===== src/rtl/axis_in_router_pkg.sv =====
// rtl/axis_in_router_pkg.sv - shared state encodings and destination tags for the input router
package axis_in_router_pkg;

    typedef enum logic [1:0] {
        ST_IDLE = 2'd0,
        ST_WGT  = 2'd1,
        ST_ACT  = 2'd2
    } state_e;

    localparam logic DEST_WGT = 1'b1;
    localparam logic DEST_ACT = 1'b0;

endpackage


===== src/rtl/axis_in_router.sv =====
// rtl/axis_in_router.sv - steers host stream frames to the weight or activation buffer
// through a single tagged output register, with frame-length checking.
module axis_in_router
    import axis_in_router_pkg::*;
#(
    parameter int DATA_W = 64,
    parameter int CNT_W  = 16
) (
    input  logic              clk,
    input  logic              rst,
    input  logic              i_weight_dma_req,
    input  logic [CNT_W-1:0]  cfg_wgt_beats,
    input  logic [CNT_W-1:0]  cfg_act_beats,
    input  logic [DATA_W-1:0] s_axis_tdata,
    input  logic              s_axis_tvalid,
    output logic              s_axis_tready,
    input  logic              s_axis_tlast,
    output logic [DATA_W-1:0] m_wgt_tdata,
    output logic              m_wgt_tvalid,
    input  logic              m_wgt_tready,
    output logic [DATA_W-1:0] m_act_tdata,
    output logic              m_act_tvalid,
    input  logic              m_act_tready,
    output logic              m_act_tlast,
    output logic              o_wgt_done,
    output logic              o_act_done,
    output logic              o_err_len,
    input  logic              i_err_clr
);

    state_e              state_q;
    logic [CNT_W-1:0]    cnt_q, cnt_d;
    logic [CNT_W-1:0]    cfg_q, cfg_d;
    logic [DATA_W-1:0]   obuf_data_q;
    logic                obuf_valid_q, obuf_dest_q, obuf_last_q;
    logic                wgt_done_q, act_done_q, err_q;
    logic                dest_d, dest_ready, out_fire, in_fire, first_beat;
    logic                cnt_hit, frame_end, len_err;

    assign dest_ready    = (obuf_dest_q == DEST_WGT) ? m_wgt_tready : m_act_tready;
    assign out_fire      = obuf_valid_q && dest_ready;
    assign s_axis_tready = !rst && (!obuf_valid_q || dest_ready);
    assign in_fire       = s_axis_tvalid && s_axis_tready;
    assign first_beat    = (state_q == ST_IDLE);

    // Route and length limit are latched on the first beat; later beats follow the frame.
    always_comb begin
        dest_d = DEST_ACT;
        cfg_d  = cfg_q;
        cnt_d  = cnt_q;
        if (first_beat) begin
            dest_d = i_weight_dma_req ? DEST_WGT : DEST_ACT;
            cfg_d  = i_weight_dma_req ? cfg_wgt_beats : cfg_act_beats;
            cnt_d  = {{(CNT_W-1){1'b0}}, 1'b1};
        end else begin
            dest_d = (state_q == ST_WGT) ? DEST_WGT : DEST_ACT;
            cnt_d  = (&cnt_q) ? cnt_q : cnt_q + 1'b1;
        end
    end

    assign cnt_hit   = (cfg_d != '0) && (cnt_d == cfg_d);
    assign frame_end = s_axis_tlast || cnt_hit;
    // Mismatch whenever tlast and the count limit disagree on where the frame ends.
    assign len_err   = (cfg_d != '0) && (s_axis_tlast != cnt_hit);

    always_ff @(posedge clk) begin
        if (rst) begin
            state_q      <= ST_IDLE;
            cnt_q        <= '0;
            cfg_q        <= '0;
            obuf_data_q  <= '0;
            obuf_valid_q <= 1'b0;
            obuf_dest_q  <= DEST_ACT;
            obuf_last_q  <= 1'b0;
            wgt_done_q   <= 1'b0;
            act_done_q   <= 1'b0;
            err_q        <= 1'b0;
        end else begin
            wgt_done_q <= out_fire && obuf_last_q && (obuf_dest_q == DEST_WGT);
            act_done_q <= out_fire && obuf_last_q && (obuf_dest_q == DEST_ACT);

            if (in_fire) begin
                obuf_valid_q <= 1'b1;
                obuf_data_q  <= s_axis_tdata;
                obuf_dest_q  <= dest_d;
                obuf_last_q  <= frame_end;
                cfg_q        <= cfg_d;
                cnt_q        <= frame_end ? '0 : cnt_d;
                if (frame_end)
                    state_q <= ST_IDLE;
                else
                    state_q <= (dest_d == DEST_WGT) ? ST_WGT : ST_ACT;
            end else if (out_fire) begin
                obuf_valid_q <= 1'b0;
            end

            if (i_err_clr)
                err_q <= 1'b0;
            else if (in_fire && len_err)
                err_q <= 1'b1;
        end
    end

    assign m_wgt_tdata  = obuf_data_q;
    assign m_act_tdata  = obuf_data_q;
    assign m_wgt_tvalid = obuf_valid_q && (obuf_dest_q == DEST_WGT);
    assign m_act_tvalid = obuf_valid_q && (obuf_dest_q == DEST_ACT);
    assign m_act_tlast  = obuf_valid_q && (obuf_dest_q == DEST_ACT) && obuf_last_q;
    assign o_wgt_done   = wgt_done_q;
    assign o_act_done   = act_done_q;
    assign o_err_len    = err_q;

endmodule


===== config.mk =====
export PLATFORM = sky130hd
export DESIGN_NAME = axis_in_router
export DESIGN_NICKNAME = d
export VERILOG_FILES = /design/src/rtl/axis_in_router_pkg.sv /design/src/rtl/axis_in_router.sv
export SDC_FILE = /design/constraint.sdc
export NUM_CORES = 1
export LEC_CHECK = 0
export CAP_MARGIN = 15
export CORE_ASPECT_RATIO = 1.4
export CORE_MARGIN = 3
export CORE_UTILIZATION = 43
export DETAILED_ROUTE_END_ITERATION = 10
export GPL_TIMING_DRIVEN = 1
export PLACE_DENSITY = 0.86
export SLEW_MARGIN = 20
export SYNTH_ARGS = -nofsm -noshare
export SYNTH_HDL_FRONTEND = slang
export SYNTH_SLANG_ARGS = --single-unit

===== constraint.sdc =====
create_clock -name clk -period 5.5 [get_ports clk]
set_input_delay 1.375 -clock clk [delete_from_list [all_inputs] [get_ports clk]]
set_output_delay 1.375 -clock clk [all_outputs]
set_load 0.03 [all_outputs]

==> metrics.md, run 1 <==
| Metric | Value |
|---|---|
| Final Cycle Share | `88.0%` |
| Ports | `239` |
| Slew HR | `between 30% and 40%` |
| Syn avg cell area | `about 7.7 um^2` |
| CORE AREA | `12,500 um^2` |
| Gr ovfl total | `0` |
| Setup Skew | `6.12 ps` |
| Latest clock arrival within the worst-skew pair | `between 300 and 400 ps` |
| H-Tree Depth | `3` |
| Post-DRT Antenna Nets | `0` |
| Final Cell Area | `7860 um^2` |
| Port Buf Inserts | `~240` |
| Pleak | `3.13 nW` |
| CP startpoint kind | `input port` |
| Hold_buf cts | `0` |
| Min cycle time layout | `approximately 4800 ps` |
| CP Cell Sequence | `clkdlybuf4s50_1 > buf_4 > mux2i_1 > o21ai_0 > nor4b_1 > nand3_1 > or4_1 > nand4_1 > or4_1 > ha_1 > nand2_1 > a31oi_1 > nor2_1 > nor3_1` |
| First DRT Iteration DRCs | `roughly 380` |
| Initial Utilization | `between 40% and 50%` |
| Vias | `roughly 5,500` |
| Clock slew at reported path FFs | `around 70 ps` |
| Total GRT Usage | `23.6%` |
| Cell repeated most along the worst path | `or4_1` |
| Dpl hpwl | `between 10,000 and 15,000 um` |
| #FFs+latches synth | `roughly 100` |
| Critical path's top delay family | `simple AND/OR/NAND/NOR gates` |
| Achievable Freq | `around 210 MHz` |
| Final setup fails | `0` |
| Dpl ws | `approximately 330 ps` |
| Cell Area, Synth | `5580 um^2` |
| Worst-Margin Slew | `around 900 ps` |
| Post-synth top flop | `dfxtp_1` |
| Worst Setup EP | `cnt_q[13]$_SDFFE_PP0P_` |
| Power, Total | `about 2.1 mW` |
| Crit Path Category | `input port to flop` |
| Synthesis-to-finish area growth | `40.7%` |
| Post-route DRC | `0` |
| Ranking of synthesized cells by area | `dfxtp_1 (37%), nand2_1 (11%), nand3b_1 (8.7%)` |
| Status | `completed` |
| Max stage delay on crit path | `740 ps` |
| CP Capture Type | `flop` |
| Crit path max fanout | `14` |
| Max-slew violation count | `0` |
| P per Cell Area | `approximately 270 nW/um^2` |
| Min-delay src | `cfg_q[4]$_SDFFE_PP0P_` |
| Synth unique cells | `55` |
| WP depth | `14` |
| Post-Synthesis Cells | `726` |
| Synth top area share | `a little under two fifths` |
| GP Congestion | `approximately 0.94` |
| Routed wire length | `~18,000 um` |
| Die height | `~140 um` |
| RSZ-0062 raised after global routing | `no` |
| Peak supply drop | `roughly 0.17 mV` |
| Worst hold path type | `flop to flop` |
| Critical path startpoint | `i_weight_dma_req` |
| Post-synth EDFFs | `0` |
| Reg2reg path depth | `13` |
| CTS sink cnt | `about 100` |
| Final net count | `around 970` |
| Average wire per standard cell | `~17 um` |
| Endpoints failing hold | `0` |
| Fraction of registers with async set/reset | `0%` |
| Share of cells above drive strength 1 | `4.59%` |
| Sequential area share after synthesis | `between 30 and 40%` |
| Yosys top cell by area | `dfxtp_1` |
| Post-CTS sizing | `0` |
| Number of global-route vias before repair | `5,262` |
| R2R setup slack | `about 1100 ps` |
| Reg2reg start | `cnt_q[0]$_SDFFE_PP0P_` |
| CTS buffer count | `9` |
| Synth Net Count | `832` |
| Row count | `48` |
| Sum of negative setup slack | `0 ps` |
| Synth warn | `0` |
| Drt first pass iters | `5` |
| Clock tree from TritonCTS | `yes` |
| Max Root-Sink Buffers | `2` |
| Largest net degree at the start of global routing | `between 100 and 150` |
| Via density | `5.43` |
| First-pass GRT wire length | `27,100 um` |
| Cell area after placement | `roughly 7500 um^2` |
| CTS Root Buffer Type | `clkbuf_16` |
| Arrival time at the worst endpoint | `approximately 5000 ps` |
| Crit path required time | `a little under 6000 ps` |
| Die ar. | `14,400 um^2` |
| Inserted Diodes | `0` |
| Crit path max-delay cell type | `clkdlybuf4s50_1` |
| Post-CTS Setup Inserts | `0` |
| Max Cap Viol | `0` |
| R2r endpoint | `cnt_q[7]$_SDFFE_PP0P_` |
| Die X | `102 um` |
| Setup ws final | `about 660 ps` |
| Initial antenna violation count | `0` |
| Critical path buffers and inverters | `2` |
[synth_stat cells, types with 5 or more instances]
| cell type | n |
|---|---|
| a211oi_1 | 5 |
| a21oi_1 | 51 |
| a31oi_1 | 10 |
| and2_1 | 5 |
| and3_1 | 7 |
| buf_1 | 5 |
| buf_2 | 7 |
| buf_4 | 64 |
| clkbuf_1 | 37 |
| dfxtp_1 | 104 |
| inv_1 | 5 |
| mux2_2 | 6 |
| mux2i_1 | 21 |
| nand2_1 | 166 |
| nand3_1 | 13 |
| nand3b_1 | 65 |
| nand4_1 | 11 |
| nor2_1 | 53 |
| nor3_1 | 15 |
| o21ai_0 | 21 |
| xnor2_1 | 5 |
[tightest hold or removal path, delay by kind of cell, from the launching register on]
family / cells / cell delay, ps
flip-flops: 1 / 300
AO/OA/AOI/OAI: 1 / 50
AND/OR/NAND/NOR: 1 / 50
[metrics by stage]
stage | hold WS [ps] | util [%] | instances
CTS | 454 | 62.9 | 1021
floorplan | 431 | - | 726
finish | 451 | 62.9 | 1021
global route | 485 | 62.9 | 1021
global placement | 438 | 60.2 | 1005
detailed placement | 444 | 60.2 | 1005
[state kept, by name, indices dropped and copies added (netlist names)]
signal	count
cfg_q	16
cnt_q	16
m_act_tdata	64
o_act_done	1
o_err_len	1
o_wgt_done	1
obuf_dest_q	1
obuf_last_q	1
obuf_valid_q	1
state_q	2
[metal layers]
| layer | vias up | GRT usage (%) | part of all wire, % |
|---|---|---|---|
| met2 | 239 | 42.5 | 53 |
| met4 | 0 | 9.19 | 3.5 |
| met3 | 40 | 4.95 | 5.6 |
| met1 | 2575 | 26.5 | 38 |
| li1 | 2692 | - | - |
| met5 | - | 0 | 0 |
[cell type report]
class | count | area, um^2
clock buffers | 10 | 239
clock inverters | 6 | 98.8
well taps | 150 | 188
flip-flops and latches | 104 | 2080
inverters | 5 | 18.8
fillers | 1050 | 4640
repair buffers | 244 | 2430
multi-input cells | 502 | 2790
[cells by family after synthesis]
family	Yosys count	synth area share [%]
DFF	104	37.3
xor gates and xnor gates	6	0.941
AOI/OAI and AO/OA	106	11.2
buffers and inverters	120	12.8
and+or+nand+nor	361	32.3
adders and majority gates	2	0.448
muxes	27	4.98
[power breakdown]
part           switching (mW)  total (mW)  leakage, nW  internal (mW)
clock                   0.299       0.718        0.163          0.419
combinational           0.297       0.543         2.11          0.246
sequential             0.0427       0.841        0.853          0.798
[how the worst min path moves through the flow]
| stage | depth (start not counted) | slack (ps) | endpoint |
|---|---|---|---|
| final | 2 | 450 | cfg_q[4]$_SDFFE_PP0P_ |
| after global routing | 2 | 490 | cfg_q[4]$_SDFFE_PP0P_ |
| after CTS | 2 | 450 | cfg_q[4]$_SDFFE_PP0P_ |
| after detailed placement | 2 | 440 | cfg_q[4]$_SDFFE_PP0P_ |
| after global placement | 2 | 440 | cfg_q[4]$_SDFFE_PP0P_ |
| after floorplan | 2 | 430 | cfg_q[4]$_SDFFE_PP0P_ |
[cell usage in the layout, fill, tap and decap left out, types with 6 or more instances in the layout]
cell type / n
a21oi_1: 51
nand3b_1: 65
clkdlybuf4s50_1: 237
clkbuf_16: 9
nand4_1: 11
mux2_2: 6
dfxtp_1: 104
a31oi_1: 10
nand2_1: 165
and3_1: 7
nand3_1: 13
nor3_1: 15
mux2i_1: 21
o21ai_0: 21
nor2_1: 53
Note: power is estimated with default switching activity, not from simulation.
==> inputs of run 2 (changes only) <==
--- a/config.mk
+++ b/config.mk
@@ -12,7 +12,7 @@
 export DETAILED_ROUTE_END_ITERATION = 10
 export GPL_TIMING_DRIVEN = 1
 export PLACE_DENSITY = 0.86
-export SLEW_MARGIN = 20
+export SLEW_MARGIN = 0
 export SYNTH_ARGS = -nofsm -noshare
 export SYNTH_HDL_FRONTEND = slang
 export SYNTH_SLANG_ARGS = --single-unit
==> constraint.sdc (replaced) <==
create_clock -name clk -period 5.2 [get_ports clk]
set_input_delay 1.3 -clock clk [delete_from_list [all_inputs] [get_ports clk]]
set_output_delay 1.3 -clock clk [all_outputs]
set_load 0.03 [all_outputs]
==> run 2 against run 1 <==
Compared with the run above:
- global-route usage increased by 0.18 points
- hold slack improved by 3.3 ps
- via count increased by 0.79%
==> metrics.md, run 2 (synthesis gave the netlist of run 1 again) <==
| Metric | Value |
|---|---|
| Status | `completed` |
| Crit path required time | `~5500 ps` |
| Ports | `about 240` |
| Max-slew violation count | `0` |
| Post-CTS Setup Inserts | `0` |
| Routed wire length | `between 15,000 and 20,000 um` |
| Max Root-Sink Buffers | `2` |
| Critical path buffers and inverters | `2` |
| R2R setup slack | `about 1000 ps` |
| Hold path depth | `2` |
| Final net count | `974` |
| Synthesis-to-finish area growth | `40.3%` |
| Setup ws final | `roughly 660 ps` |
| Achievable Freq | `about 220 MHz` |
| Final setup fails | `0` |
| Reg2reg path depth | `14` |
| Non-Filler Instances | `slightly above 1,000` |
| Worst-Margin Slew | `883 ps` |
| Hold endpoint | `cfg_q[4]$_SDFFE_PP0P_` |
| Largest net degree at the start of global routing | `~100` |
| Final Cell Area | `between 7000 and 8000 um^2` |
| Max stage delay on crit path | `roughly 550 ps` |
| Final Cycle Share | `slightly below 90%` |
| Max Cap Viol | `0` |
| Power, Total | `around 2.1 mW` |
| Die ar. | `between 10,000 and 15,000 um^2` |
| CORE AREA | `between 10,000 and 15,000 um^2` |
| Peak supply drop | `between 0.15 and 0.2 mV` |
| Commonest non-fill, non-tap cell in the layout | `clkdlybuf4s50_1` |
| CP startpoint kind | `input port` |
| Pleak | `a little over 3 nW` |
| RSZ-0062 raised after global routing | `no` |
| Post-route DRC | `0` |
| Clock slew at reported path FFs | `about 70 ps` |
| Average wire per standard cell | `around 17 um` |
| H-Tree Depth | `3` |
| CTS buffer count | `9` |
| Number of global-route vias before repair | `approximately 5,500` |
| Initial Utilization | `between 40% and 50%` |
| Vias | `5,590` |
| Total GRT Usage | `about a quarter` |
| Gr ovfl total | `0` |
| Most frequent cells in the layout | `clkdlybuf4s50_1 (237), nand2_1 (165), dfxtp_1 (104), nand3b_1 (65), nor2_1 (53)` |
| R2r endpoint | `cnt_q[7]$_SDFFE_PP0P_` |
| CP Cell Sequence | `clkdlybuf4s50_1 > buf_12 > mux2_2 > mux2i_1 > nor4b_1 > nand3_1 > or4_1 > nand4_1 > or4_1 > ha_1 > nand2_1 > a31oi_1 > nor2_1 > nor3_1` |
| Die X | `approximately 100 um` |
| Inserted Diodes | `0` |
| Dpl hpwl | `between 10,000 and 15,000 um` |
| Post-DRT Antenna Nets | `0` |
| Worst hold path type | `flop to flop` |
| Min cycle time layout | `~4500 ps` |
| First DRT Iteration DRCs | `500` |
| Core Util, Final | `between 60% and 70%` |
| Hold_buf cts | `0` |
| Drt first pass iters | `5` |
| Critical path's top delay family | `simple AND/OR/NAND/NOR gates` |
| Crit path max-delay cell type | `or4_1` |
| Latest clock arrival within the worst-skew pair | `roughly 350 ps` |
| Clock tree from TritonCTS | `yes` |
| GP Congestion | `roughly 0.92` |
| Endpoints failing hold | `0` |
| Cell repeated most along the worst path | `or4_1` |
| Cell area after placement | `roughly 7500 um^2` |
| Slew HR | `just over 40%` |
| Reg2reg start | `cnt_q[0]$_SDFFE_PP0P_` |
| CTS Root Buffer Type | `clkbuf_16` |
| CP Capture Type | `flop` |
| Post-CTS sizing | `0` |
| Multi-input gate area | `between 2000 and 3000 um^2` |
| P per Cell Area | `around 270 nW/um^2` |
| Filler cells | `about 1,000` |
| Dpl ws | `320 ps` |
| Crit path max fanout | `18` |
| Number of flip-flops in the largest register | `between 60 and 70` |
| Arrival time at the worst endpoint | `4790 ps` |
| Setup Skew | `approximately 13 ps` |
| Via density | `5.46` |
| Die height | `approximately 140 um` |
| Sum of negative setup slack | `0 ps` |
| Initial antenna violation count | `0` |
| Share of cells above drive strength 1 | `approximately 4.8%` |
| Hold slack final | `454 ps` |
| First-pass GRT wire length | `between 20,000 and 30,000 um` |
| Cell count after placement | `approximately 1,000` |
| Crit Path Category | `input port to flop` |
| Row count | `48` |
| Register area | `about 2100 um^2` |
| CTS sink cnt | `between 100 and 150` |
| Min-delay src | `cfg_q[4]$_SDFFE_PP0P_` |
| Port Buf Inserts | `~240` |
run 2: tightest hold or removal path: stages (launching register included):
cell	delay, ps
dfxtp_1	310
nand2_1	50
a21oi_1	50
run 2: report_power, final:
part           internal (mW)  leakage (nW)  switching [mW]
sequential             0.844         0.853          0.0443
combinational          0.261          2.13           0.317
clock                  0.348         0.139           0.322
total                   1.45          3.12           0.683
run 2: cell type report:
class | instances | share of cell area [%]
Clock inverter | 6 | 0.735
Sequential cell | 104 | 26.6
Multi-Input combinational cell | 502 | 35.7
Tap cell | 150 | 2.40
Timing Repair Buffer | 246 | 31.3
Clock buffer | 10 | 3.05
Inverter | 5 | 0.240
run 2: worst max path at each step:
stage                      from                endpoint  depth (start not counted)
2_1_floorplan  i_weight_dma_req   cnt_q[2]$_SDFFE_PP0P_                         15
3_3_place_gp   i_weight_dma_req   cnt_q[7]$_SDFFE_PP0P_                         13
3_5_place_dp   i_weight_dma_req   cnt_q[7]$_SDFFE_PP0P_                         13
4_1_cts        i_weight_dma_req   cnt_q[7]$_SDFFE_PP0P_                         13
5_1_grt        i_weight_dma_req   cnt_q[5]$_SDFFE_PP0P_                         13
6_report       i_weight_dma_req  cnt_q[15]$_SDFFE_PP0P_                         14
run 2: routing by layer:
layer	part of all wire [%]	wire, um	track usage [%]
met1	37	6550	26.3
met2	53	9320	42.7
met3	6.5	1160	5.10
met4	3.9	696	10.4
met5	0	0	0
==> patch (config.mk and constraints of run 2) <==
Change the parameter `DATA_W` from 64 to 128.
--- a/src/rtl/axis_in_router.sv
+++ b/src/rtl/axis_in_router.sv
@@ -5,3 +5,3 @@
 #(
-    parameter int DATA_W = 64,
+    parameter int DATA_W = 128,
     parameter int CNT_W  = 16
Ports: changed (resized m_act_tdata, m_wgt_tdata and s_axis_tdata); port bits go from 239 to 431. The function was not compared with the original's and may differ.
==> patch against run 2 <==
  * Wire length rose by 76%
  * Largest cell class is now non-clock buffers
  * Clock power rose by 97%
  * Register-to-register slack got worse by 20 ps
  * Critical endpoint is now cnt_q[4]$_SDFFE_PP0P_
  * Sequential share of layout area barely moved
  * Design area rose by 62%
  * Sequential cell count rose by 64
  * Power rose by 77%
  * First-iteration DRC count rose by 5.0%
  * Critical path type unchanged
  * Clock skew fell by 5.0 ps
  * Synthesized area rose by 53%
  * Highest routed layer is now met5
  * Setup slack improved by 160 ps
==> patch: results (changes against run 2) <==
{| class="wikitable"
! Metric !! Value
|-
| Placed Area || 0.0120 sq mm (was 0.00753 sq mm)
|-
| Layout net count || 1,497 (was 974)
|-
| Sw Share || 0.314 (was 0.320)
|-
| H-tree depth || 4 (was 3)
|-
| Worst-case clock skew || 7.88 ps (was 12.9 ps)
|-
| Detailed Route Iter0 Violations || 525 (was 500)
|-
| Leak || 5.16 nW (was 3.12 nW)
|-
| Std-Cell Core Area || 0.0194 sq mm (was 0.0125 sq mm)
|-
| Data-path buffer share of cell area in the final layout || 0.352 (was 0.313)
|-
| CP top delay family || compound AO/OA/AOI/OAI gates (was simple AND/OR/NAND/NOR gates)
|-
| First-pass GRT wire length || 47.1 mm (was 27.5 mm)
|-
| Arrival time of data at the critical path endpoint || 4670 ps (was 4790 ps)
|-
| CLK BUF || 18 (was 10)
|-
| Number of instances in the synthesized netlist || 1,063 (was 726)
|-
| Sequential cell area in the final layout || 0.00336 sq mm (was 0.00208 sq mm)
|-
| Status || finished, final reports clean (unchanged)
|-
| Stage delay of the slowest cell on the critical path || 510 ps (was 550 ps)
|-
| Total global routing track utilization || 0.275 (was 0.237)
|-
| Top post-synthesis cells by area || sky130_fd_sc_hd__dfxtp_1 39%, sky130_fd_sc_hd__nand2_1 13%, sky130_fd_sc_hd__buf_4 12% (was sky130_fd_sc_hd__dfxtp_1 37%, sky130_fd_sc_hd__nand2_1 11%, sky130_fd_sc_hd__nand3b_1 8.7%)
|-
| Average vias per placed instance || 5.21 (was 5.46)
|-
| Clock-cell share of area || 0.0485 (was 0.0379)
|-
| Port buffer count || 430 (was 238)
|-
| Count of plain and timing-repair buffers in the layout || 447 (was 246)
|-
| Number of diodes || 5 (was 0)
|-
| Critical-path top delay cell || sky130_fd_sc_hd__clkdlybuf4s50_1 (was sky130_fd_sc_hd__or4_1)
|-
| Maximum number of pins on one net before global-route repair || 97 (was 104)
|-
| Estimated wirelength of the detail-placed design || 23.0 mm (was 12.8 mm)
|-
| Critical Path Fanout Max || 20 (was 18)
|-
| Max IR drop VDD || 0.222 mV (was 0.183 mV)
|-
| DP Worst Slack || 428 ps (was 320 ps)
|-
| Number of buffers added by the clock tree synthesis step || 17 (was 9)
|-
| Portion of the post-synthesis area used by sequential elements || 0.395 (was 0.373)
|-
| Filler cells || 1,620 (was 1,041)
|-
| Final weighted congestion in routability-driven placement || 0.967 (was 0.924)
|}
## patch: worst paths after layout
path | from | endpoint | slack, ps | depth (start not counted)
worst max-delay path | i_weight_dma_req | cnt_q[4]$_SDFFE_PP0P_ | 820 | 15
worst min-delay path | cfg_q[2]$_SDFFE_PP0P_ | cfg_q[2]$_SDFFE_PP0P_ | 460 | 2
worst max register to register | cnt_q[0]$_SDFFE_PP0P_ | cnt_q[4]$_SDFFE_PP0P_ | 1010 | 14
worst min register to register | cfg_q[2]$_SDFFE_PP0P_ | cfg_q[2]$_SDFFE_PP0P_ | 460 | 2
## patch: logic make-up after synthesis
group	synth area share
compound gates	0.0679
xor+xnor	0.0113
fa+ha+maj	0.00294
buf+inv	0.151
flops	0.395
mux	0.0457
simple gates	0.326
## patch: layer usage
layer	GRT usage	up-vias	routed length, microns
met3	0.0674	50	2270
met2	0.459	370	15200
met1	0.352	3932	13000
li1	-	3941	-
met5	0	-	27
met4	0.0809	4	682
